$ cat src/rtl/baud_tick_gen_frac.sv
// baud_tick_gen_frac: fractional (phase-accumulator) baud tick generator.
// The accumulator adds inc_q every cycle. Its carry out is the oversample
// tick (os_tick). Every Oversampling os_ticks a bit_tick is produced.
// Optional feature macro: BAUDGEN_HALF_RESTART_EN. When it is defined,
// restart preloads os_phase to Oversampling/2 so that the first bit_tick
// after restart lands in the middle of the bit (RX centre alignment).
module baud_tick_gen_frac #(
    parameter int AccWidth     = 16,
    parameter int Oversampling = 16,
    parameter int DefaultInc   = 2416
) (
    input  logic                clk,
    input  logic                rst_n,
    input  logic                enable,
    input  logic                restart,
    input  logic                inc_load,
    input  logic [AccWidth-1:0] baud_inc,
    output logic                os_tick,
    output logic                bit_tick,
    output logic [((Oversampling > 1) ? $clog2(Oversampling) : 1)-1:0] os_phase,
    output logic [AccWidth-1:0] inc_q
);

    localparam int PhW = (Oversampling > 1) ? $clog2(Oversampling) : 1;

    localparam logic [AccWidth-1:0] DEF_INC = AccWidth'(DefaultInc);
    localparam logic [PhW-1:0]      PH_LAST = PhW'(Oversampling - 1);

`ifdef BAUDGEN_HALF_RESTART_EN
    // Restart lands half a bit into the oversample cycle (bit-centre sampling).
    localparam logic [PhW-1:0] PH_RESTART = PhW'(Oversampling / 2);
`else
    localparam logic [PhW-1:0] PH_RESTART = {PhW{1'b0}};
`endif

    logic [AccWidth-1:0] acc_q;
    logic [AccWidth-1:0] acc_d;
    logic [AccWidth-1:0] inc_d;
    logic [PhW-1:0]      os_phase_q;
    logic [PhW-1:0]      os_phase_d;
    logic                os_tick_q;
    logic                os_tick_d;
    logic                bit_tick_q;
    logic                bit_tick_d;
    logic [AccWidth:0]   sum_s;

    // Next-state: increment capture, then disable > restart > accumulate.
    always_comb begin
        sum_s      = {1'b0, acc_q} + {1'b0, inc_q};
        acc_d      = acc_q;
        os_phase_d = os_phase_q;
        os_tick_d  = 1'b0;
        bit_tick_d = 1'b0;

        // The increment is loadable in every state; acc is left untouched
        // so a rate change causes no phase jump.
        if (inc_load) begin
            inc_d = baud_inc;
        end else begin
            inc_d = inc_q;
        end

        if (!enable) begin
            acc_d      = {AccWidth{1'b0}};
            os_phase_d = {PhW{1'b0}};
        end else if (restart) begin
            acc_d      = {AccWidth{1'b0}};
            os_phase_d = PH_RESTART;
        end else begin
            acc_d     = sum_s[AccWidth-1:0];
            os_tick_d = sum_s[AccWidth];
            if (sum_s[AccWidth]) begin
                // Wrap at the last oversample index; the wrap is the bit tick.
                // With Oversampling == 1 this wraps every carry, so bit_tick
                // follows os_tick and the phase stays 0.
                if (os_phase_q == PH_LAST) begin
                    os_phase_d = {PhW{1'b0}};
                    bit_tick_d = 1'b1;
                end else begin
                    os_phase_d = os_phase_q + {{(PhW-1){1'b0}}, 1'b1};
                end
            end else begin
                os_phase_d = os_phase_q;
            end
        end
    end

    // State and registered tick outputs; async reset restores the default rate.
    always_ff @(posedge clk or negedge rst_n) begin
        if (!rst_n) begin
            acc_q      <= {AccWidth{1'b0}};
            inc_q      <= DEF_INC;
            os_phase_q <= {PhW{1'b0}};
            os_tick_q  <= 1'b0;
            bit_tick_q <= 1'b0;
        end else begin
            acc_q      <= acc_d;
            inc_q      <= inc_d;
            os_phase_q <= os_phase_d;
            os_tick_q  <= os_tick_d;
            bit_tick_q <= bit_tick_d;
        end
    end

    assign os_tick  = os_tick_q;
    assign bit_tick = bit_tick_q;
    assign os_phase = os_phase_q;

endmodule

$ cat config.mk
export PLATFORM = sky130hd
export DESIGN_NAME = baud_tick_gen_frac
export DESIGN_NICKNAME = d
export VERILOG_FILES = /design/src/rtl/baud_tick_gen_frac.sv
export SDC_FILE = /design/constraint.sdc
export NUM_CORES = 1
export LEC_CHECK = 0
export CORE_MARGIN = 2
export CORE_UTILIZATION = 48
export CTS_BUF_LIST = sky130_fd_sc_hd__clkbuf_4
export DETAILED_ROUTE_END_ITERATION = 8
export HOLD_SLACK_MARGIN = 0.05
export PLACE_DENSITY = 0.78
export SKIP_LAST_GASP = 1
export SLEW_MARGIN = 30
export SYNTH_ARGS = -nofsm -noshare
export SYNTH_HDL_FRONTEND = slang
export SYNTH_SLANG_ARGS = --single-unit
$ cat constraint.sdc
create_clock -name clk -period 2.3 [get_ports clk]
set_input_delay 0.345 -clock clk [delete_from_list [all_inputs] [get_ports clk]]
set_output_delay 0.345 -clock clk [all_outputs]
set_load 0.02 [all_outputs]
==> results of run 1 <==
[logic make-up after synthesis]
| kind of cell | count (synthesis) | share of synthesized area, % |
|---|---|---|
| mux | 18 | 9.37 |
| flops | 38 | 45.1 |
| compound gates | 47 | 16.0 |
| buf+inv | 15 | 3.06 |
| fa+ha+maj | 18 | 11.0 |
| simple gates | 51 | 11.4 |
| xor+xnor | 10 | 4.12 |
[flip-flops by register name (all words and copies together) (netlist names)]
register  cells
os_tick       1
acc_q        16
os_phase      4
inc_q        16
bit_tick      1
[what timing repair did]
action,4_1_cts,5_1_grt
setup endpoints to repair,1,10
gates resized for setup,0,5
buffers inserted,0,2
pin swaps,0,3
endpoints found under the hold margin,14,0
hold buffers,1,0
cloned,0,0
[metrics by stage]
stage               instance area, um2  utilization, %
floorplan                         2150               -
global placement                  2650            61.7
detailed placement                2650            61.7
CTS                               2720            63.3
global route                      2760            64.2
finish                            2760            64.2
[synth_stat cells (3+ instances only)]
library cell  number
a21oi_1           18
clkbuf_1           3
dfrtp_1           33
dfstp_2            5
ha_1              17
inv_1              9
mux2_2            15
mux2i_1            3
nand2_1           10
nand2b_1           3
nand4_1            4
nor2_1            20
nor3_1             4
o21ai_0            7
o21bai_1           3
xnor2_1            4
xor2_1             6
[where the power goes]
part           internal (uW)  leakage, uW  switching (uW)
Clock                    157    0.0000368             205
Sequential               734     0.000478            35.6
Combinational            280     0.000717             313
Total                   1170      0.00123             553
[critical path, delay by kind of cell, from the launching register on]
kind,cells,cell delay (ns)
buffers and inverters,1,0.03
DFF,1,0.40
adders and majority gates,2,0.47
and+or+nand+nor,3,0.57
AOI/OAI and AO/OA,3,0.77
[layout make-up]
cell class              count  area [um2]
clock buffers               8        60.1
inverters                   9        33.8
flip-flops and latches     38         960
fillers                   369        1540
multi-input cells         144        1150
repair buffers             52         493
well taps                  52        65.1
[per-layer routing]
layer  share of wire [%]  track usage (%)  routed length [um]  vias up
met5                   0                0                   0        -
met4                 1.5             7.26                  62        0
met2                  47             27.9                1940       31
met3                 3.6             3.17                 149        5
met1                  48             24.1                2010      766
li1                    -                -                   -      808
[layout by cell type (no fill, tap or decap), types with 2 or more instances in the layout]
master | synthesis | layout
mux2_2 | 15 | 15
nand4_1 | 4 | 4
buf_4 | 0 | 9
dfrtp_1 | 33 | 31
clkbuf_4 | 0 | 8
xnor2_1 | 4 | 4
nand2b_1 | 3 | 2
a21oi_1 | 18 | 17
nand3_1 | 2 | 2
a21o_1 | 2 | 2
inv_1 | 9 | 8
o21ai_0 | 7 | 7
nor2_1 | 20 | 20
o21bai_1 | 3 | 3
o211ai_2 | 2 | 2
nand2_1 | 10 | 10
ha_1 | 17 | 16
xor2_1 | 6 | 6
mux2i_1 | 3 | 3
dfrtp_2 | 0 | 2
nor3_1 | 4 | 4
and2_1 | 2 | 2
clkdlybuf4s50_1 | 0 | 41
dfstp_2 | 5 | 5
[worst paths after layout]
kind,depth (start not counted),to,slack (ns),from
min,1,inc_q[9],0.55,inc_q[9]
max,9,bit_tick,-0.003,inc_q[0]
min in group asynchronous,3,inc_q[10],0.57,rst_n
max reg2reg,9,bit_tick,-0.003,inc_q[0]
min reg2reg,1,inc_q[9],0.55,inc_q[9]
max in group asynchronous,3,inc_q[6],1.36,rst_n
==> results.tsv, run 1 <==
stage	metric	value	unit
floorplan	Die X	70.5	um
route	routed vias/inst	5.31	
floorplan	Core Rows	24	
clock_network	Root Buffer	clkbuf_4	
clock_network	TritonCTS Buffers	5	
route	Vias	1610	
grt	pin count of the biggest net entering global routing	39	
cells_and_area	Layout area overhead	29.9	%
floorplan	# IOs	43	
clock_network	H-tree depth	2	
timing	clk_skew	0.0122	ns
timing	RSZ-0062 raised after global routing	true	
timing	fin. max-slew vios	0	
timing	setup TNS	-0.00250	ns
power	pwr dens	625	nW/um2
timing	# setup viols final	1	
cells_and_area	fin cells	303	
route	Routed Antenna Nets	0	
synth	synthesized instance count	197	
synth	Yosys reg bits	38	
power	Total Power	1720	uW
clock_network	Sink Count	38	
floorplan	initial core utilization	49.4	%
synth	syn_area_per_cell	10.8	um2
critical_path	Startpoint Class	flop	
hold_path	Hold Path Class	reg -> reg	
synth	Synth Cell Area	2120	um2
critical_path	largest stage delay on the critical path	0.40	ns
timing	fmax	434	MHz
place	placed cells	292	
power	Static Leak	0.00123	uW
route	Residual DRC	0	
cells_and_area	share of layout cells above drive strength 1	22.7	%
critical_path	WS Path Type	reg -> reg	
critical_path	Critical-path top delay cell	dfrtp_2	
clock_network	Max clock buf depth	2	
synth	syn_nets	236	
timing	hold_ws	0.550	ns
floorplan	die span in y	70.5	um
critical_path	Crit. End Element	flop	
synth	top post-synthesis cells by area	dfrtp_1, ha_1, mux2_2	
route	Wirelength per Cell	13.8	um
grt	initial antenna violation count	0	
route	drt pass-1 iters	4	
place	setup slack at placement	0.0240	ns
status	failing checks	negative setup slack	
timing	setup ws final	-0.00250	ns
synth	Synth area leader	dfrtp_1	
grt	vias in the first global route	1511	
timing	Period Utilization, post-route	100	%
power	Max VDD drop	0.398	mV
synth	Seq/Total Area, Yosys	45.1	%
critical_path	critical-path cell list	ha_4 > inv_2 > fa_2 > nand2b_4 > a211oi_4 > o211ai_2 > o31ai_4 > and2_4 > and4_1	
timing	endpoints failing hold	0	
timing	Max-Slew Margin vs Limit	68.0	%
place	DP HPWL	3070	um
flow_run	max cap viols	0	
clock_network	clock-pin slew on the worst setup and hold paths	0.11	ns
route	WL final	4170	um
place	Placer Congestion	0.847	
place	IO Port Bufs	42	
critical_path	Worst Path Required	2.58	ns
synth	distinct cell type count after synthesis	45	
timing	worst slew pin tran	0.481	ns
synth	ys async rst share	100	%
status	status	finished, violations left	
clock_network	CTS tree	done	
grt	first-pass GRT wire length	7000	um
synth	Synth top area share	38.9	%
synth	Main synth FF type	dfrtp_1	
cells_and_area	n_diodes	0	
floorplan	Die Area	4970	um2
clock_network	clk_lat worst skew	0.34	ns
synth	Post-synth EDFFs	0	
critical_path	critical path arrival	2.58	ns
grt	Total GRT Usage	17.7	%
grt	Congestion Overflow GR	0	
critical_path	worst-path maximum fanout	6	
timing	clock period minus final worst setup slack	2.30	ns
floorplan	core area	4290	um2
synth	YS warnings	0	
route	initial drt markers	56	
cells_and_area	nets@finish	289	
Power figures use the tool's default switching activity.
==> run 2: changes to the inputs <==
Settings changed: TNS_END_PERCENT set to 50.
==> results.tsv, run 2 (synthesized netlist as in run 1, its figures left out) <==
stage	metric	value	unit
place	IO Port Bufs	42	
grt	Congestion Overflow GR	0	
power	Net Sw Power	552	uW
clock_network	H-tree depth	2	
critical_path	WP buf/inv	1	
timing	fmax	435	MHz
route	Vias	1627	
cells_and_area	register area	960	um2
critical_path	Critical-path top delay cell	dfrtp_2	
timing	endpoints failing hold	0	
floorplan	Die Area	4970	um2
route	routed vias/inst	5.37	
clock_network	clk_lat worst skew	0.34	ns
route	drt pass-1 iters	4	
cells_and_area	Filler cells	371	
timing	setup ws final	-0.00148	ns
timing	setup TNS	-0.00148	ns
route	WL final	4160	um
critical_path	WS Path Type	reg -> reg	
clock_network	clock-pin slew on the worst setup and hold paths	0.11	ns
clock_network	CTS tree	done	
grt	first-pass GRT wire length	7000	um
timing	clock period minus final worst setup slack	2.30	ns
grt	vias in the first global route	1511	
status	failing checks	negative setup slack	
power	Max VDD drop	0.398	mV
critical_path	critical-path cell list	ha_4 > inv_2 > fa_2 > nand2b_4 > a211oi_4 > o211ai_2 > o31ai_4 > and2_4 > and4_1	
critical_path	worst-path maximum fanout	6	
grt	initial antenna violation count	0	
critical_path	largest stage delay on the critical path	0.40	ns
status	status	finished, violations left	
power	Int Power	1170	uW
critical_path	cells on worst reg2reg path	9	
critical_path	Worst Path Required	2.58	ns
hold_path	Hold Path Class	reg -> reg	
place	DP HPWL	3070	um
critical_path	Startpoint Class	flop	
critical_path	Crit. End Element	flop	
route	initial drt markers	51	
critical_path	Top delay family on crit path	compound AO/OA/AOI/OAI gates	
power	Total Power	1720	uW
timing	clk_skew	0.0116	ns
hold_path	worst hold path depth	1	
power	Reg power frac	44.7	%
floorplan	Core Rows	24	
floorplan	Die X	70.5	um
power	Clock Power Share	21.0	%
cells_and_area	highest-count cells in the layout ignoring fill and taps	clkdlybuf4s50_1, dfrtp_1, nor2_1	
grt	Total GRT Usage	17.7	%
timing	RSZ-0062 raised after global routing	true	
critical_path	critical path arrival	2.58	ns
clock_network	TritonCTS Buffers	5	
cells_and_area	Layout area overhead	29.8	%
power	Comb power frac	34.3	%
floorplan	# IOs	43	
power	pwr dens	625	nW/um2
cells_and_area	share of layout cells above drive strength 1	22.3	%
clock_network	Max clock buf depth	2	
floorplan	initial core utilization	49.4	%
critical_path	stages on the worst setup path	9	
route	Residual DRC	0	
cells_and_area	nets@finish	289	
flow_run	max cap viols	0	
floorplan	die span in y	70.5	um
timing	Max-Slew Margin vs Limit	67.9	%
cells_and_area	Multi-input gate area	1140	um2
timing	fin. max-slew vios	0	
cells_and_area	commonest non-fill, non-tap cell in the layout	clkdlybuf4s50_1	
clock_network	Sink Count	38	
power	Static Leak	0.00123	uW
grt	pin count of the biggest net entering global routing	39	
timing	# setup viols final	1	
timing	Period Utilization, post-route	100	%
place	Placer Congestion	0.847	
clock_network	Root Buffer	clkbuf_4	
timing	worst slew pin tran	0.481	ns
floorplan	core area	4290	um2
route	Wirelength per Cell	13.7	um
route	Routed Antenna Nets	0	
cells_and_area	n_diodes	0	
power	switching part of the total	32.0	%
[run 2: cell counts in the layout (fill, tap and decap cells not counted)]
Identical to the previous run, type by type.
[run 2: layer usage]
layer | vias to the layer above | global-route usage [%] | share of wire (%)
met4 | 0 | 7.26 | 1.6
met5 | - | 0 | 0
met1 | 770 | 24.1 | 47
li1 | 808 | - | -
met2 | 42 | 27.9 | 47
met3 | 7 | 3.17 | 4.7
[run 2: path summary, 6_finish.rpt]
kind	startpoint	to	slack, ns
hold reg to reg	inc_q[9]	inc_q[9]	0.55
setup reg to reg	inc_q[0]	bit_tick	-0.001
max in group asynchronous	rst_n	inc_q[6]	1.36
hold / removal	inc_q[9]	inc_q[9]	0.55
min in group asynchronous	rst_n	acc_q[2]	0.57
setup / recovery	inc_q[0]	bit_tick	-0.001
[run 2: power groups by stage]
stage	clock network, uW	logic (uW)	registers [uW]
floorplan	0	355	815
global placement	0	569	781
detailed placement	0	574	784
CTS	377	579	771
global route	397	650	779
finish	362	590	770
[run 2: through the flow]
step	utilization (%)	hold WS (ns)	instances	cell area, um2	setup slack [ns]
4_1_cts	63.3	0.558	301	2720	-0.0148
6_report	64.2	0.550	303	2760	-0.00148
3_3_place_gp	61.7	0.420	292	2650	0.0682
2_1_floorplan	-	0.0494	197	2150	0.0433
3_5_place_dp	61.7	0.426	292	2650	0.0240
5_1_grt	64.2	0.578	303	2760	-0.131
[run 2: what timing repair did]
item / in CTS / in global routing
hold endpoints to repair: 14 / 0
gates resized for setup: 0 / 4
setup buffers: 0 / 2
pin swaps: 0 / 1
hold buffers: 1 / 0
endpoints found under the setup margin: 1 / 10
[run 2: final cells by class]
class                      instances  share of cell area (%)
clock buffer                       8                    2.18
inverter                           9                    1.23
multi-input combinational        144                    41.5
sequential                        38                    34.8
tap                               52                    2.36
timing repair buffer              52                    17.9
